## src/rtl/id_stage_banked.sv

```systemverilog
// Instruction decode stage: banked register file, bypass/forwarding,
// load-use interlock and a valid/ready ID/EX output register.
module id_stage_banked #(
    parameter int WIDTH = 32,
    parameter int NBANK = 2,
    parameter int BW    = (NBANK > 1) ? $clog2(NBANK) : 1
) (
    input  logic             clk,
    input  logic             reset,
    input  logic             in_valid,
    output logic             in_ready,
    input  logic [31:0]      ins,
    input  logic [WIDTH-1:0] pc_in,
    input  logic [BW-1:0]    rd_bank,
    input  logic             wr_n,
    input  logic [BW-1:0]    wr_bank,
    input  logic [4:0]       wr_addr,
    input  logic [WIDTH-1:0] wr_data,
    input  logic             fwd_a,
    input  logic             fwd_b,
    input  logic [WIDTH-1:0] fwd_data,
    input  logic             ex_load,
    input  logic [4:0]       ex_rd,
    input  logic [BW-1:0]    ex_bank,
    input  logic             flush,
    output logic             out_valid,
    input  logic             out_ready,
    output logic [WIDTH-1:0] rs_out,
    output logic [WIDTH-1:0] rt_out,
    output logic [WIDTH-1:0] imm_out,
    output logic [WIDTH-1:0] pc_4_out,
    output logic [4:0]       rs_field_out,
    output logic [4:0]       rt_field_out,
    output logic [4:0]       rd_field_out,
    output logic [BW-1:0]    bank_out,
    output logic [15:0]      stall_cnt
);

    logic [WIDTH-1:0] rf [NBANK][32];

    logic [5:0]       op;
    logic [4:0]       rs;
    logic [4:0]       rt;
    logic [4:0]       rd;
    logic [WIDTH-1:0] rs_arr;
    logic [WIDTH-1:0] rt_arr;
    logic [WIDTH-1:0] rs_sel;
    logic [WIDTH-1:0] rt_sel;
    logic [WIDTH-1:0] imm;
    logic             wr_hit;
    logic             hazard;
    logic             accept;

    assign op = ins[31:26];
    assign rs = ins[25:21];
    assign rt = ins[20:16];
    assign rd = ins[15:11];

    // Out-of-range banks read as zero because no bank matches.
    always_comb begin
        rs_arr = '0;
        rt_arr = '0;
        for (int b = 0; b < NBANK; b++) begin
            if (int'(rd_bank) == b) begin
                rs_arr = rf[b][rs];
                rt_arr = rf[b][rt];
            end
        end
    end

    assign wr_hit = !wr_n && (wr_bank == rd_bank);

    always_comb begin
        rs_sel = rs_arr;
        rt_sel = rt_arr;
        if (fwd_a)
            rs_sel = fwd_data;
        else if (wr_hit && wr_addr == rs && rs != 5'd0)
            rs_sel = wr_data;
        if (fwd_b)
            rt_sel = fwd_data;
        else if (wr_hit && wr_addr == rt && rt != 5'd0)
            rt_sel = wr_data;
    end

    always_comb begin
        imm = WIDTH'($signed(ins[15:0]));
        if (op == 6'b001100 || op == 6'b001101 || op == 6'b001110)
            imm = WIDTH'(ins[15:0]);
    end

    assign hazard = ex_load && ex_rd != 5'd0 && ex_bank == rd_bank
                    && (ex_rd == rs || ex_rd == rt);
    assign in_ready = flush || (!hazard && (!out_valid || out_ready));
    assign accept = in_valid && in_ready && !flush;

    // Entry 0 is never written, so it stays at its reset value of zero.
    always_ff @(posedge clk or negedge reset) begin
        if (!reset) begin
            for (int b = 0; b < NBANK; b++)
                for (int r = 0; r < 32; r++)
                    rf[b][r] <= '0;
        end else if (!wr_n) begin
            for (int b = 0; b < NBANK; b++)
                for (int r = 1; r < 32; r++)
                    if (int'(wr_bank) == b && wr_addr == 5'(r))
                        rf[b][r] <= wr_data;
        end
    end

    always_ff @(posedge clk or negedge reset) begin
        if (!reset) begin
            out_valid    <= 1'b0;
            rs_out       <= '0;
            rt_out       <= '0;
            imm_out      <= '0;
            pc_4_out     <= '0;
            rs_field_out <= '0;
            rt_field_out <= '0;
            rd_field_out <= '0;
            bank_out     <= '0;
        end else if (flush) begin
            out_valid <= 1'b0;
        end else if (accept) begin
            out_valid    <= 1'b1;
            rs_out       <= rs_sel;
            rt_out       <= rt_sel;
            imm_out      <= imm;
            pc_4_out     <= pc_in + WIDTH'(4);
            rs_field_out <= rs;
            rt_field_out <= rt;
            rd_field_out <= rd;
            bank_out     <= rd_bank;
        end else if (out_ready) begin
            out_valid <= 1'b0;
        end
    end

    always_ff @(posedge clk or negedge reset) begin
        if (!reset)
            stall_cnt <= '0;
        else if (in_valid && hazard && !flush && stall_cnt != 16'hFFFF)
            stall_cnt <= stall_cnt + 16'd1;
    end

endmodule

```

## config.mk

```make
export PLATFORM = sky130hd
export DESIGN_NAME = id_stage_banked
export DESIGN_NICKNAME = d
export VERILOG_FILES = /design/src/rtl/id_stage_banked.sv
export SDC_FILE = /design/constraint.sdc
export NUM_CORES = 2
export LEC_CHECK = 0
export CORE_MARGIN = 3
export CORE_UTILIZATION = 65
export DETAILED_ROUTE_END_ITERATION = 8
export GPL_TIMING_DRIVEN = 1
export PLACE_DENSITY_LB_ADDON = 0.1
export SYNTH_ARGS = -nofsm -noshare
export SYNTH_HDL_FRONTEND = slang
export SYNTH_SLANG_ARGS = --single-unit
```

## constraint.sdc

```tcl
create_clock -name clk -period 6.18 [get_ports clk]
set_input_delay 0.618 -clock clk [delete_from_list [all_inputs] [get_ports clk]]
set_output_delay 0.618 -clock clk [all_outputs]
set_load 0.03 [all_outputs]
```

==> flow_metrics.py <==
metrics = {
    "floorplanning": {
        "die_h_um": 425,
        "fp.dieW_um": 425,
        "rows": 153,
        "start_util": 0.656,
        "core_area_mm2": 0.174,
        "ios": 312,
        "dieArea_mm2": 0.181,
    },
    "logic_synthesis": {
        "synth_top_area_share": 0.465,
        "synth_cell_types": 72,
        "yosysMostFrequentCell": "dfrtp_1",
        "syn-num-nets": 8755,
        "yosysSeqAreaShare": 0.465,
        "synth_commonest_cells": "2125 x dfrtp_1, 2119 x mux2_2, 676 x mux2i_1",
        "syn_area_mm2": 0.114,
        "synth-edff-count": 0,
        "ys_ff_latch": 2125,
        "synth_area_leaders": "dfrtp_1 46%, mux2_2 21%, mux4_2 11%",
        "synth_top_cell_by_area": "dfrtp_1",
        "ys.flop_type": "dfrtp_1",
        "synthCells": 8603,
        "syn_area_per_cell_um2": 13.3,
        "async_flop_share": 1.00,
        "ys_warn_count": 64,
    },
    "outcome": {
        "status": "complete, but fails checks",
        "violations": "DRC, capacitance limit, slew limit",
    },
    "critical_path": {
        "endpoint_kind": "output port",
        "path_depth": 7,
        "arrival_ns": 3.73,
        "worst-path-buf-inv": 2,
        "cp_cell_sequence": "clkdlybuf4s50_1, xor2_1, nor3_1, a22oi_1, nor2_1, nor2_1, clkdlybuf4s50_1",
        "cp_data_required_time_ns": 5.56,
        "cpLargestDelayFamily": "buffers and inverters",
        "crit_fanout": 7,
        "rr_worst_depth": 7,
        "cp_slowest_cell": "clkdlybuf4s50_1",
        "setup.worst_path.start_class": "input pin",
        "critPathKind": "in2out",
        "max_stage_delay_ns": 1.27,
    },
    "timing": {
        "hold_violations": 0,
        "layout_worst_path_cycle_share": 0.704,
        "slew_violations": 1,
        "fin_setup_tns_ns": 0,
        "max_freq_ghz": 0.230,
        "setup_viol": 0,
        "hold_ws_ns": 0.0906,
        "worst_pin_slew_ns": 1.50,
        "fin_worst_skew_ns": 0.0440,
        "rsz0062_at_grt": "no",
        "fin_crit_ns": 4.35,
        "relSlewSlack": -0.00725,
    },
    "drt": {
        "drt-pass1-iter-count": 9,
        "route.detailed.drc": 2,
        "via_per_inst": 7.68,
        "dr_total_vias": 84600,
        "ant_nets": 0,
        "drt_iter0_markers": 12400,
        "wl_per_cell_um": 37.7,
        "drt_wl_total_mm": 415,
    },
    "clocking": {
        "clkSinkCount": 2125,
        "cts_buffer_depth": 3,
        "clockRootBuffer": "clkbuf_16",
        "cts_setup_buffers": 0,
        "path_clk_slew_ns": 0.06,
        "cts_hold_buf": 1,
        "clk_latency_ns": 0.89,
        "cts_buffers": 221,
        "htreeDepth": 4,
        "cts_tree": "built",
        "cts_resized": 0,
    },
    "finish": {
        "final_core_util": 0.723,
        "nets": 8633,
        "area.growth.synth_to_final_pct": 10.3,
        "layout-drive-gt1-share": 0.402,
        "final-instance-count-excl-fill": 11000,
    },
    "global_route": {
        "grt_pass1_wl_mm": 596,
        "grt_use_total": 0.457,
        "grt_max_degree": 162,
        "antenna_found_initial": 51,
        "grt-ovfl-total": 0,
        "grt_pass1_vias": 83200,
    },
    "placed_design": {
        "gp_congestion": 1.04,
        "dp_hpwl_mm": 253,
        "port_buffers": 311,
        "dp.cells": 10600,
    },
    "worst_hold_path": {
        "hold_class": "in2reg",
        "hold_depth": 2,
    },
    "pwr": {
        "p_leak_nw": 57.0,
        "powerDensity_mw_per_mm2": 303,
        "worst_ir_drop_vdd_v": 0.000290,
    },
    "job": {
        "maxCapViolations": 1,
    },
}
## kinds of logic (layout without fill, tap and decap cells)
family	after synthesis	count (layout)	share of synthesized area
compound gates	1282	1282	0.0747
xor+xnor	62	62	0.00475
fa+ha+maj	2	2	0.000219
buf+inv	936	991	0.0404
flops	2125	2125	0.465
mux	3373	3373	0.382
other cells	0	34	0
simple gates	823	823	0.0333
## power by group
part	total (mW)	leakage [nW]	internal (mW)	switching, mW
Clock	13.6	3.62	7.82	5.74
Sequential	17.4	28.1	15.8	1.61
Combinational	7.24	25.3	3.55	3.69
## path summary, 6_finish.rpt
| path | from | endpoint | slack (ns) |
|---|---|---|---|
| setup / recovery | ins[25] | in_ready | 1.83 |
| hold / removal | wr_data[1] | rf[417] | 0.09 |
| setup reg to reg | rf[1681] | rt_out[17] | 2.70 |
| hold reg to reg | imm_out[8] | imm_out[8] | 0.47 |
| max in group asynchronous | reset | rf[319] | 4.10 |
| min in group asynchronous | reset | imm_out[15] | 0.41 |
## sequential cells by signal, indices dropped and copies added, names as in the netlist
register	flops
bank_out	1
stall_cnt	16
out_valid	1
rt_field_out	5
rt_out	32
rf	1984
pc_4_out	32
rs_field_out	5
rs_out	32
imm_out	17
## per-stage QoR
step                      power [mW]  worst slack, ns  cell area (um2)
after detailed placement        24.6             1.52           119000
after global routing            39.3             1.82           126000
final                           38.2             1.83           126000
after floorplan                 21.8             3.65           114000
after global placement          24.3            0.948           119000
after CTS                       37.9             2.04           126000
## layout make-up
| type | instances | area, um2 |
|---|---|---|
| Antenna cell | 34 | 85.1 |
| Clock buffer | 340 | 6700 |
| Clock inverter | 60 | 596 |
| Fill cell | 11800 | 48300 |
| Inverter | 11 | 48.8 |
| Multi-Input combinational cell | 5542 | 57200 |
| Sequential cell | 2125 | 53200 |
| Tap cell | 2325 | 2910 |
| Timing Repair Buffer | 580 | 5410 |
## cells in the final DEF (no fill, tap or decap), types with 50 or more instances in the layout
cell type        netlist  final
nand3_1               68     65
o22ai_1              149    149
clkbuf_1             406     56
clkdlybuf4s50_1        0    268
nand4_1               50     50
mux4_2               578    578
o211ai_1              52     52
o21ai_0              219    219
a21oi_1              211    211
mux2_2              2119   2119
nand2_1              332    289
clkbuf_16              0    229
a211oi_1              63     63
nor2_1               170    138
clkbuf_8               0     55
dfrtp_1             2125   2125
buf_4                124    237
a31oi_1               61     60
a22oi_1              332    332
mux2i_1              676    676
## layer usage
metal | vias to the layer above | part of all wire | track usage
met4 | 40 | 0.071 | 0.275
li1 | 32400 | - | -
met1 | 43800 | 0.36 | 0.607
met2 | 6625 | 0.43 | 0.636
met3 | 1734 | 0.14 | 0.175
met5 | - | 0.00093 | 0.00511
## worst reg2reg max path: stages, from the launching register on
cell	delay, ns
dfrtp_1	0.39
mux4_2	0.48
a221o_1	0.37
a21oi_1	0.87
nor4_1	0.17
a2111oi_0	0.79
buf_4	0.23
o21ai_1	0.07
No activity file was read; power rests on OpenSTA's default activity.
